### src/rtl/oscillator_bank_pkg.sv
// oscillator_bank_pkg
// Shared types and constants for the oscillator bank: waveform selector,
// sweep FSM state encoding, audio clock constants and the sample-tick
// derivation used by the top level.
// Optional feature macro used elsewhere in the bundle: OSC_BANK_SATURATE_EN.
package oscillator_bank_pkg;

  localparam int CONFIG_AUDIO_CLOCK     = 16_934_400;
  localparam int CONFIG_AUDIO_BIT_WIDTH = 24;
  localparam int CONFIG_SAMPLE_RATE     = 44_100;

  localparam int DEFAULT_VOICES      = 8;
  localparam int DEFAULT_PHASE_WIDTH = 24;

  typedef enum logic [1:0] {
    SAW      = 2'd0,
    SQUARE   = 2'd1,
    TRIANGLE = 2'd2,
    OFF      = 2'd3
  } waveform_t;

  typedef enum logic [1:0] {
    ST_IDLE   = 2'd0,
    ST_SWEEP  = 2'd1,
    ST_OUTPUT = 2'd2
  } state_t;

  function automatic int calc_sample_ticks(input int clock_hz, input int sample_rate);
    return clock_hz / sample_rate;
  endfunction

  localparam int SAMPLE_TICKS = calc_sample_ticks(CONFIG_AUDIO_CLOCK, CONFIG_SAMPLE_RATE);

endpackage

### src/rtl/oscillator_bank_if.sv
// oscillator_bank_if
// Groups the per-voice configuration and the mixed-sample output of the
// oscillator bank.
//   voice_enable    : per-voice enable, one bit per voice
//   voice_increment : per-voice phase increment, voice i at [i*PHASE_WIDTH +: PHASE_WIDTH]
//   voice_mode      : per-voice waveform_t, voice i at [i*2 +: 2]
//   sample_out      : signed mixed sample, held between updates
//   sample_valid    : one-cycle pulse when sample_out updates
// master = configuration source / sample consumer, slave = oscillator bank.
interface oscillator_bank_if #(
  parameter int VOICES      = 8,
  parameter int PHASE_WIDTH = 24,
  parameter int AUDIO_WIDTH = 24
);

  logic [VOICES-1:0]             voice_enable;
  logic [VOICES*PHASE_WIDTH-1:0] voice_increment;
  logic [VOICES*2-1:0]           voice_mode;
  logic signed [AUDIO_WIDTH-1:0] sample_out;
  logic                          sample_valid;

  modport master (
    output voice_enable, voice_increment, voice_mode,
    input  sample_out, sample_valid
  );

  modport slave (
    input  voice_enable, voice_increment, voice_mode,
    output sample_out, sample_valid
  );

endinterface

### src/rtl/oscillator_bank_waveform_shaper.sv
// waveform_shaper
// Combinational map from the top AUDIO_WIDTH bits of a voice phase to a
// signed sample. One instance is shared by all voices during the sweep.
//   i_p      : unsigned phase slice
//   i_mode   : waveform selector
//   o_sample : signed two's-complement sample
module waveform_shaper
  import oscillator_bank_pkg::*;
#(
  parameter int AUDIO_WIDTH = 24
) (
  input  logic [AUDIO_WIDTH-1:0]        i_p,
  input  waveform_t                     i_mode,
  output logic signed [AUDIO_WIDTH-1:0] o_sample
);

  logic [AUDIO_WIDTH-1:0] w_q;
  logic [AUDIO_WIDTH-1:0] w_tri;

  // Triangle: double the lower half-cycle ramp, fold on the second half.
  assign w_q   = {i_p[AUDIO_WIDTH-2:0], 1'b0};
  assign w_tri = i_p[AUDIO_WIDTH-1] ? ~w_q : w_q;

  // Inverting the MSB converts offset-binary to two's complement.
  always_comb begin
    o_sample = '0;
    case (i_mode)
      SAW:      o_sample = {~i_p[AUDIO_WIDTH-1], i_p[AUDIO_WIDTH-2:0]};
      SQUARE:   o_sample = {i_p[AUDIO_WIDTH-1], {(AUDIO_WIDTH-1){~i_p[AUDIO_WIDTH-1]}}};
      TRIANGLE: o_sample = {~w_tri[AUDIO_WIDTH-1], w_tri[AUDIO_WIDTH-2:0]};
      default:  o_sample = '0;
    endcase
  end

endmodule

### src/rtl/oscillator_bank.sv
// oscillator_bank
// Multi-voice phase-accumulator oscillator bank. A free-running tick counter
// derives the sample strobe from the audio master clock; each sample period
// the voices are visited one per cycle, their waveforms summed into a mix
// accumulator, and one normalised sample is emitted with a valid pulse.
// Ports:
//   clock_16_934_400 : sole clock, rising edge
//   reset            : synchronous, active-high
//   bus              : oscillator_bank_if slave (voice config in, sample out)
// Optional feature: OSC_BANK_SATURATE_EN -- output is the clamped full mix
// instead of the shifted (averaged) mix.
// Parameter constraints: 1 <= VOICES <= SAMPLE_TICKS-2, VOICES a power of
// two, PHASE_WIDTH >= AUDIO_WIDTH >= 2.
//
// state     | meaning
// ST_IDLE   | waiting for the tick counter to wrap
// ST_SWEEP  | visiting voice r_idx, accumulating and advancing its phase
// ST_OUTPUT | sample_out holds the new sample, sample_valid high
module oscillator_bank
  import oscillator_bank_pkg::*;
#(
  parameter int VOICES      = DEFAULT_VOICES,
  parameter int PHASE_WIDTH = DEFAULT_PHASE_WIDTH,
  parameter int AUDIO_WIDTH = CONFIG_AUDIO_BIT_WIDTH,
  parameter int CLOCK_HZ    = CONFIG_AUDIO_CLOCK,
  parameter int SAMPLE_RATE = CONFIG_SAMPLE_RATE
) (
  input  logic              clock_16_934_400,
  input  logic              reset,
  oscillator_bank_if.slave  bus
);

  localparam int TICKS  = calc_sample_ticks(CLOCK_HZ, SAMPLE_RATE);
  localparam int TICK_W = $clog2(TICKS);
  localparam int SHIFT  = $clog2(VOICES);
  localparam int IDX_W  = (VOICES > 1) ? SHIFT : 1;
  localparam int MIX_W  = AUDIO_WIDTH + SHIFT;

  localparam logic [TICK_W-1:0] TICK_LAST = TICK_W'(TICKS - 1);
  localparam logic [IDX_W-1:0]  IDX_LAST  = IDX_W'(VOICES - 1);

  state_t                        r_state;
  state_t                        w_state_next;
  logic [TICK_W-1:0]             r_tick;
  logic [IDX_W-1:0]              r_idx;
  logic [PHASE_WIDTH-1:0]        r_phase [VOICES];
  logic signed [MIX_W-1:0]       r_mix;
  logic signed [AUDIO_WIDTH-1:0] r_sample_out;

  logic                          w_wrap;
  logic                          w_last_voice;
  logic                          w_start;
  logic                          w_sweep;
  logic                          w_valid;
  logic                          w_en;
  logic [1:0]                    w_mode_bits;
  waveform_t                     w_mode;
  logic [PHASE_WIDTH-1:0]        w_inc;
  logic [PHASE_WIDTH-1:0]        w_phase;
  logic signed [AUDIO_WIDTH-1:0] w_wave;
  logic signed [MIX_W-1:0]       w_contrib;
  logic signed [MIX_W-1:0]       w_mix_final;
  logic signed [AUDIO_WIDTH-1:0] w_out_next;

  assign w_wrap       = (r_tick == TICK_LAST);
  assign w_last_voice = (r_idx == IDX_LAST);

  // Select the configuration and phase of the voice being visited.
  always_comb begin
    w_en        = 1'b0;
    w_mode_bits = '0;
    w_inc       = '0;
    w_phase     = '0;
    for (int i = 0; i < VOICES; i++) begin
      if (r_idx == IDX_W'(i)) begin
        w_en        = bus.voice_enable[i];
        w_mode_bits = bus.voice_mode[i*2 +: 2];
        w_inc       = bus.voice_increment[i*PHASE_WIDTH +: PHASE_WIDTH];
        w_phase     = r_phase[i];
      end
    end
  end

  assign w_mode = waveform_t'(w_mode_bits);

  waveform_shaper #(
    .AUDIO_WIDTH (AUDIO_WIDTH)
  ) u_shaper (
    .i_p      (w_phase[PHASE_WIDTH-1 -: AUDIO_WIDTH]),
    .i_mode   (w_mode),
    .o_sample (w_wave)
  );

  assign w_contrib   = w_en ? MIX_W'(w_wave) : '0;
  // Includes the voice being visited, so the last sweep cycle can load
  // sample_out directly and the output stage only has to pulse valid.
  assign w_mix_final = r_mix + w_contrib;

`ifdef OSC_BANK_SATURATE_EN
  localparam logic signed [MIX_W-1:0] SAT_MAX =
    {{(MIX_W-AUDIO_WIDTH+1){1'b0}}, {(AUDIO_WIDTH-1){1'b1}}};
  localparam logic signed [MIX_W-1:0] SAT_MIN =
    {{(MIX_W-AUDIO_WIDTH+1){1'b1}}, {(AUDIO_WIDTH-1){1'b0}}};

  always_comb begin
    if (w_mix_final > SAT_MAX) begin
      w_out_next = AUDIO_WIDTH'(SAT_MAX);
    end else if (w_mix_final < SAT_MIN) begin
      w_out_next = AUDIO_WIDTH'(SAT_MIN);
    end else begin
      w_out_next = AUDIO_WIDTH'(w_mix_final);
    end
  end
`else
  // Dividing by the voice count keeps the result inside AUDIO_WIDTH.
  assign w_out_next = AUDIO_WIDTH'(w_mix_final >>> SHIFT);
`endif

  always_ff @(posedge clock_16_934_400) begin
    if (reset) begin
      r_state <= ST_IDLE;
    end else begin
      r_state <= w_state_next;
    end
  end

  always_comb begin
    w_state_next = r_state;
    w_start      = 1'b0;
    w_sweep      = 1'b0;
    w_valid      = 1'b0;
    case (r_state)
      ST_IDLE: begin
        if (w_wrap) begin
          w_start      = 1'b1;
          w_state_next = ST_SWEEP;
        end
      end
      ST_SWEEP: begin
        w_sweep = 1'b1;
        if (w_last_voice) begin
          w_state_next = ST_OUTPUT;
        end
      end
      ST_OUTPUT: begin
        w_valid      = 1'b1;
        w_state_next = ST_IDLE;
      end
      default: w_state_next = ST_IDLE;
    endcase
  end

  always_ff @(posedge clock_16_934_400) begin
    if (reset) begin
      r_tick       <= '0;
      r_idx        <= '0;
      r_mix        <= '0;
      r_sample_out <= '0;
      for (int i = 0; i < VOICES; i++) begin
        r_phase[i] <= '0;
      end
    end else begin
      r_tick <= w_wrap ? '0 : r_tick + 1'b1;
      if (w_start) begin
        r_mix <= '0;
        r_idx <= '0;
      end else if (w_sweep) begin
        r_mix <= w_mix_final;
        r_idx <= r_idx + 1'b1;
        for (int i = 0; i < VOICES; i++) begin
          if (r_idx == IDX_W'(i)) begin
            r_phase[i] <= w_en ? (w_phase + w_inc) : '0;
          end
        end
        if (w_last_voice) begin
          r_sample_out <= w_out_next;
        end
      end
    end
  end

  assign bus.sample_out   = r_sample_out;
  assign bus.sample_valid = w_valid;

endmodule
### src/flat_wrapper.sv
// flat-port wrapper written by rule: the top's interface ports become plain ports
module oscillator_bank_flat import oscillator_bank_pkg::*;
#(
  parameter int VOICES      = DEFAULT_VOICES,
  parameter int PHASE_WIDTH = DEFAULT_PHASE_WIDTH,
  parameter int AUDIO_WIDTH = CONFIG_AUDIO_BIT_WIDTH,
  parameter int CLOCK_HZ    = CONFIG_AUDIO_CLOCK,
  parameter int SAMPLE_RATE = CONFIG_SAMPLE_RATE
)
  (clock_16_934_400, reset, bus_voice_enable, bus_voice_increment, bus_voice_mode, bus_sample_out, bus_sample_valid);
  oscillator_bank_if #(.VOICES(VOICES), .PHASE_WIDTH(PHASE_WIDTH), .AUDIO_WIDTH(AUDIO_WIDTH)) bus_i ();
  input  logic clock_16_934_400;
  input  logic reset;
  input wire logic [$bits(bus_i.voice_enable)-1:0] bus_voice_enable;
  input wire logic [$bits(bus_i.voice_increment)-1:0] bus_voice_increment;
  input wire logic [$bits(bus_i.voice_mode)-1:0] bus_voice_mode;
  output wire logic [$bits(bus_i.sample_out)-1:0] bus_sample_out;
  output wire logic [$bits(bus_i.sample_valid)-1:0] bus_sample_valid;
  assign bus_i.voice_enable = bus_voice_enable;
  assign bus_i.voice_increment = bus_voice_increment;
  assign bus_i.voice_mode = bus_voice_mode;
  assign bus_sample_out = bus_i.sample_out;
  assign bus_sample_valid = bus_i.sample_valid;
  oscillator_bank #(.VOICES(VOICES), .PHASE_WIDTH(PHASE_WIDTH), .AUDIO_WIDTH(AUDIO_WIDTH), .CLOCK_HZ(CLOCK_HZ), .SAMPLE_RATE(SAMPLE_RATE)) u_core (.clock_16_934_400(clock_16_934_400), .reset(reset), .bus(bus_i));
endmodule
### config.mk
export PLATFORM = sky130hd
export DESIGN_NAME = oscillator_bank_flat
export DESIGN_NICKNAME = d
export VERILOG_FILES = /design/src/rtl/oscillator_bank_pkg.sv /design/src/rtl/oscillator_bank_if.sv /design/src/rtl/oscillator_bank_waveform_shaper.sv /design/src/rtl/oscillator_bank.sv /design/src/flat_wrapper.sv
export SDC_FILE = /design/constraint.sdc
export NUM_CORES = 1
export LEC_CHECK = 0
export ABC_AREA = 1
export CELL_PAD_IN_SITES_DETAIL_PLACEMENT = 2
export CELL_PAD_IN_SITES_GLOBAL_PLACEMENT = 2
export CORE_ASPECT_RATIO = 1.25
export CORE_MARGIN = 5
export CORE_UTILIZATION = 29
export DETAILED_ROUTE_END_ITERATION = 12
export PLACE_DENSITY_LB_ADDON = 0.1
export RECOVER_POWER = 50
export SYNTH_ARGS = -nofsm -noshare
export SYNTH_HDL_FRONTEND = slang
export SYNTH_SLANG_ARGS = --single-unit
### constraint.sdc
create_clock -name clock_16_934_400 -period 4.6 [get_ports clock_16_934_400]
set_input_delay 0.92 -clock clock_16_934_400 [delete_from_list [all_inputs] [get_ports clock_16_934_400]]
set_output_delay 0.92 -clock clock_16_934_400 [all_outputs]
set_load 0.01 [all_outputs]
* Word level (Yosys, flattened, before mapping) *
Memory sizes are Yosys's and may differ from the RTL's.
Index checks and enable logic that the tools add are counted.

operators by class
  reductions and logical operators = 7
  bitwise operators = 12
  multiplexer cells = 93
  add/subtract/negate cells = 4
  equal/unequal tests = 14

operator list
  cell                                                   count
  two-way mux 24 bit                                     26
  case mux 24 bit (3 select lines)                       1
  two-way mux 1 bit                                      54
  adder 27 bit                                           1
  two-way mux 27 bit                                     1
  adder 24 bit                                           1
  inverter 24 bit                                        1
  two-way mux 2 bit                                      10
  == test 3 bit, second input constant                   4
  adder 9 x 1 -> 9 bit, second input constant            1
  == test 9 bit, second input constant                   1
  OR 1 bit                                               8
  == test 3 x 2 -> 1 bit, second input constant          2
  == test 2 x 1 -> 1 bit, second input constant          2
  == test 2 bit, second input constant                   2
  logical NOT 2 bit                                      2
  inequality test 2 x 1 -> 1 bit, second input constant  2
  case mux 2 bit (2 select lines)                        1
  OR reduction 2 bit                                     2
  adder 3 x 1 -> 3 bit, second input constant            1
  == test 3 x 1 -> 1 bit, second input constant          1
  logical NOT 3 bit                                      1
  inverter 1 bit                                         3
  AND reduction 3 bit                                    1
  AND reduction 2 bit                                    1

word-level totals
  output and inout port bits = 25
  bits in writable memories = 192
  memories = 1
  flip-flop bits (word level) = 65

memories
  memory          words  width  rd ports  clocked after memory_dff  wr ports  line                   source
  u_core.r_phase  8      24     8         0                         8         oscillator_bank.sv:46  logic [PHASE_WIDTH-1:0] r_phase [VOICES];

* Logic depth before layout (Yosys ltp) *
  word-level depth = 15
  mapped depth = 35
  depth with buffers taken out = 33

* Cells and area by module *
Synthesis repeated with hierarchy kept, for this count alone.

second synthesis, totals
  cells, all modules = 2129
  area, all modules = 16251.8 µm²

by module, submodules not included
  module           area an instance (µm²)  cells an instance  instances
  oscillator_bank  15557.4                 1980               1
  waveform_shaper  694.4                   149                1

* Worst setup path before layout *
No wires, ideal clock.

  kind = register -> register
  start point = register u_core.r_idx[0]
  end point = memory u_core.r_phase[6][20], in the netlist u_core.r_phase[3][20] (data pin)
  path slack = 0.021 ns
  period minus slack after synthesis = 4.579 ns
  buffers on the path = 4
  library setup time = 0.263 ns
  data arrival time = 4.315 ns
  stages on the path, launching flop included = 24
  cell sequence = dfxtp_1 > ha_1 > ha_1 > inv_1 > clkbuf_1 > clkbuf_1 > clkbuf_1 > clkbuf_1 > a31oi_1 > ha_1 > fa_1 > nand2_1 > inv_1 > o21ai_0 > nand2_1 > nand3_1 > nand3_1 > nand2_1 > o211ai_1 > a31oi_1 > o21ai_0 > or2_2 > nand3_1 > inv_1

RTL lines
  element                 line                    source
  start, declared         oscillator_bank.sv:45   logic [IDX_W-1:0] r_idx;
  start signal, assigned  oscillator_bank.sv:169  r_idx <= r_idx + 1'b1;
  end, declared           oscillator_bank.sv:46

==> flow_summary.json <==
{
  "cts_tree": "done",
  "hold_path_depth": 1,
  "clock_path_buffers": 3,
  "core.rowCount": 96,
  "synth_top_area_share_pct": 36.0,
  "critPathSlowestCell": "fa_2",
  "finClkSkew_ns": 0.0207,
  "reg2reg_from": "u_core.r_idx[0]$_SDFFE_PP0N_",
  "peakVddDrop_mv": 0.284,
  "rr_worst_depth": 28,
  "fin_ws_ns": -0.0529,
  "core_area_sq_mm": 0.0548,
  "io_buffers": 242,
  "reg2reg_to": "u_core.r_phase[1][14]$_SDFFCE_PN0P_",
  "drv_cap": 1,
  "final_cell_mix": "nand2_1, buf_4, nor2_1",
  "grt_pass1_wl_microns": 116000,
  "ys_ff_latch": 257,
  "grt_use_total_pct": 25.1,
  "overflow": 0,
  "detail-route-antenna-nets": 0,
  "power.total_w": 0.00626,
  "ys_seq_area_share_pct": 44.1,
  "drcViolationCount": 0,
  "finalWorstPathRequiredPeriod_ns": 4.65,
  "htreeDepth": 1,
  "cp.required_ns": 4.90,
  "root_buffer": "clkbuf_16",
  "initial_core_util_pct": 29.2,
  "cellPowerDensity_mw_per_mm2": 245,
  "yosysUniqueCellTypes": 42,
  "ff2ff_setup_slack_ns": -0.05,
  "die_y_microns": 273,
  "cp_slowest_stage_delay_ns": 0.43,
  "violations": "max-capacitance violations, max-slew violations, negative setup slack",
  "synth_cells": 2106,
  "period_share_pct": 101,
  "min-delay-start": "u_core.r_tick[0]$_SDFF_PP0_",
  "hold_viol": 0,
  "netlist_top_cells_area": "edfxtp_1, nand2_1, nor2_1",
  "cp_max_fo": 11,
  "report.final.slew_viol_count": 25,
  "worst_pin_slew_ns": 1.54,
  "rsz0062_at_grt": "true",
  "worstHoldEndpoint": "u_core.r_tick[0]$_SDFF_PP0_",
  "ioPinCount": 243,
  "netlist_area_sq_mm": 0.0160,
  "synth_fp_nets": 2382,
  "grt_max_degree": 48,
  "p_leak_nw": 10.6,
  "synth_largest_area_cell": "edfxtp_1",
  "start_kind": "flip-flop",
  "mostFrequentLayoutCell": "nand2_1",
  "path_clk_slew_ns": 0.06,
  "path_class": "flip-flop to flip-flop",
  "via_per_inst": 5.20,
  "max_clock_freq_mhz": 215,
  "drive_above_1_share_pct": 30.0,
  "die_area_sq_mm": 0.0600,
  "hpwl_microns": 57900,
  "cp_common_cell": "buf_12",
  "pre_cts_ws_ns": -0.701,
  "die_w_microns": 220,
  "finalSetupTns_ns": -0.271,
  "syn_avg_cell_area_sq_um": 7.60,
  "endpoint_kind": "flip-flop",
  "wirelength_microns": 85300,
  "layout.nets": 2949,
  "post-place-cells": 3269,
  "wl_per_cell_microns": 24.8,
  "final_core_util_pct": 46.6,
  "cts_num_sinks": 257,
  "yosysWarnings": 0,
  "hold_class": "flip-flop to flip-flop",
  "fillCellCount": 6041,
  "syn2layout_area_growth_pct": 59.3,
  "worstSkewPairLatency_ns": 0.59,
  "drt_first_iter_violations": 753,
  "setup_viol": 12,
  "cp.arrival_ns": 4.95,
  "gp_congestion": 0.868,
  "stdcell_count": 3436,
  "vias": 17866,
  "first_pass_iters": 5,
  "numCtsBuffers": 31,
  "relSlewSlack_pct": -2.60,
  "hold_buffers": 0,
  "antenna_found_initial": 4,
  "status": "finished, violations left",
  "first_global_vias": 19376
}
==> worst max-delay path by stage <==
stage	startpoint	to	slack, ns	cells past startpoint
after floorplan	u_core.r_idx[0]$_SDFFE_PP0N_	u_core.r_phase[3][20]$_DFFE_PP_	0.02	23
after global placement	bus_voice_mode[1]	u_core.r_mix[21]$_SDFFE_PP0N_	-0.52	32
after detailed placement	u_core.r_idx[0]$_SDFFE_PP0N_	u_core.r_phase[0][18]$_SDFFCE_PN0P_	-0.70	28
after CTS	u_core.r_idx[0]$_SDFFE_PP0N_	u_core.r_mix[26]$_SDFFE_PP0N_	-0.02	35
after global routing	u_core.r_idx[0]$_SDFFE_PP0N_	u_core.r_phase[1][14]$_SDFFCE_PN0P_	-0.22	27
final	u_core.r_idx[0]$_SDFFE_PP0N_	u_core.r_phase[1][14]$_SDFFCE_PN0P_	-0.05	28
==> area by class of cell <==
class                      count  area (sq um)  share of cell area (%)
multi-input combinational   1550          9490                    37.2
clock buffer                  38           813                    3.19
clock inverter                19           215                   0.844
antenna                        4          10.0                  0.0392
timing repair buffer         653          6280                    24.6
inverter                     180           709                    2.78
tap                          735           920                    3.60
sequential                   257          7070                    27.7
==> where the power goes <==
group / switching [W] / internal (W)
Clock: 0.00106 / 0.00148
Sequential: 0.0000267 / 0.00256
Combinational: 0.000573 / 0.000549
==> kinds of logic (layout without fill, tap and decap cells) <==
| logic type | Yosys count | after routing | synth area share [%] |
|---|---|---|---|
| adder cells (fa/ha/maj) | 58 | 58 | 4.63 |
| other | 0 | 4 | 0 |
| AO/OA/AOI/OAI | 400 | 400 | 14.7 |
| XOR/XNOR | 23 | 23 | 1.26 |
| flip-flops | 257 | 257 | 44.1 |
| AND/OR/NAND/NOR | 1069 | 1069 | 27.7 |
| buffers and inverters | 299 | 890 | 7.53 |
==> critical path, delay by kind of cell (launching register included) <==
| family | cells | cell delay, ns |
|---|---|---|
| AO/OA/AOI/OAI | 8 | 1.24 |
| buffers and inverters | 9 | 0.99 |
| adder cells (fa/ha/maj) | 3 | 0.82 |
| AND/OR/NAND/NOR | 7 | 0.68 |
| flip-flops | 1 | 0.40 |
| XOR/XNOR | 1 | 0.21 |
==> state kept, by name, indices dropped and copies added (netlist names) <==
signal	cells
u_core.r_state	2
u_core.bus.sample_out	24
u_core.r_idx	3
u_core.r_mix	27
u_core.r_tick	9
u_core.r_phase	192
==> stage by stage <==
stage | instance area [sq um] | hold slack, ns
after floorplan | 16000 | 0.418
after global placement | 21500 | 0.429
after detailed placement | 21500 | 0.446
after CTS | 23700 | 0.461
after global routing | 25500 | 0.478
final | 25500 | 0.451
==> cells in the mapped netlist, drive strengths merged <==
cell type  count
a31oi         73
nor2         361
nor3          10
dfxtp         65
a21oi         87
o211ai        52
o21bai         1
nand4         10
xor2          16
clkinv         1
o21ai        151
o31ai          3
inv          179
fa             2
edfxtp       192
clkbuf        77
nand3        187
a21o           5
ha            56
buf           42
nand2        466
or2           30
xnor2          7
a31o           1
nand3b         3
a21boi         4
nor4           2
o311ai        22
a211oi         1
==> routing by layer <==
layer	global-route usage, %	vias up	wire (microns)
met4	10.3	0	5090
li1	-	8279	-
met3	1.91	173	1850
met2	48.5	298	46400
met1	28.0	9116	32000
met5	0	-	0
==> repair_timing <==
action	4_1_cts	5_1_grt
buffers inserted	46	54
endpoints found under the setup margin	176	182
gates cloned	5	8
pin swaps	62	136
resized for setup	210	302
(Power assumes the default switching activity.)
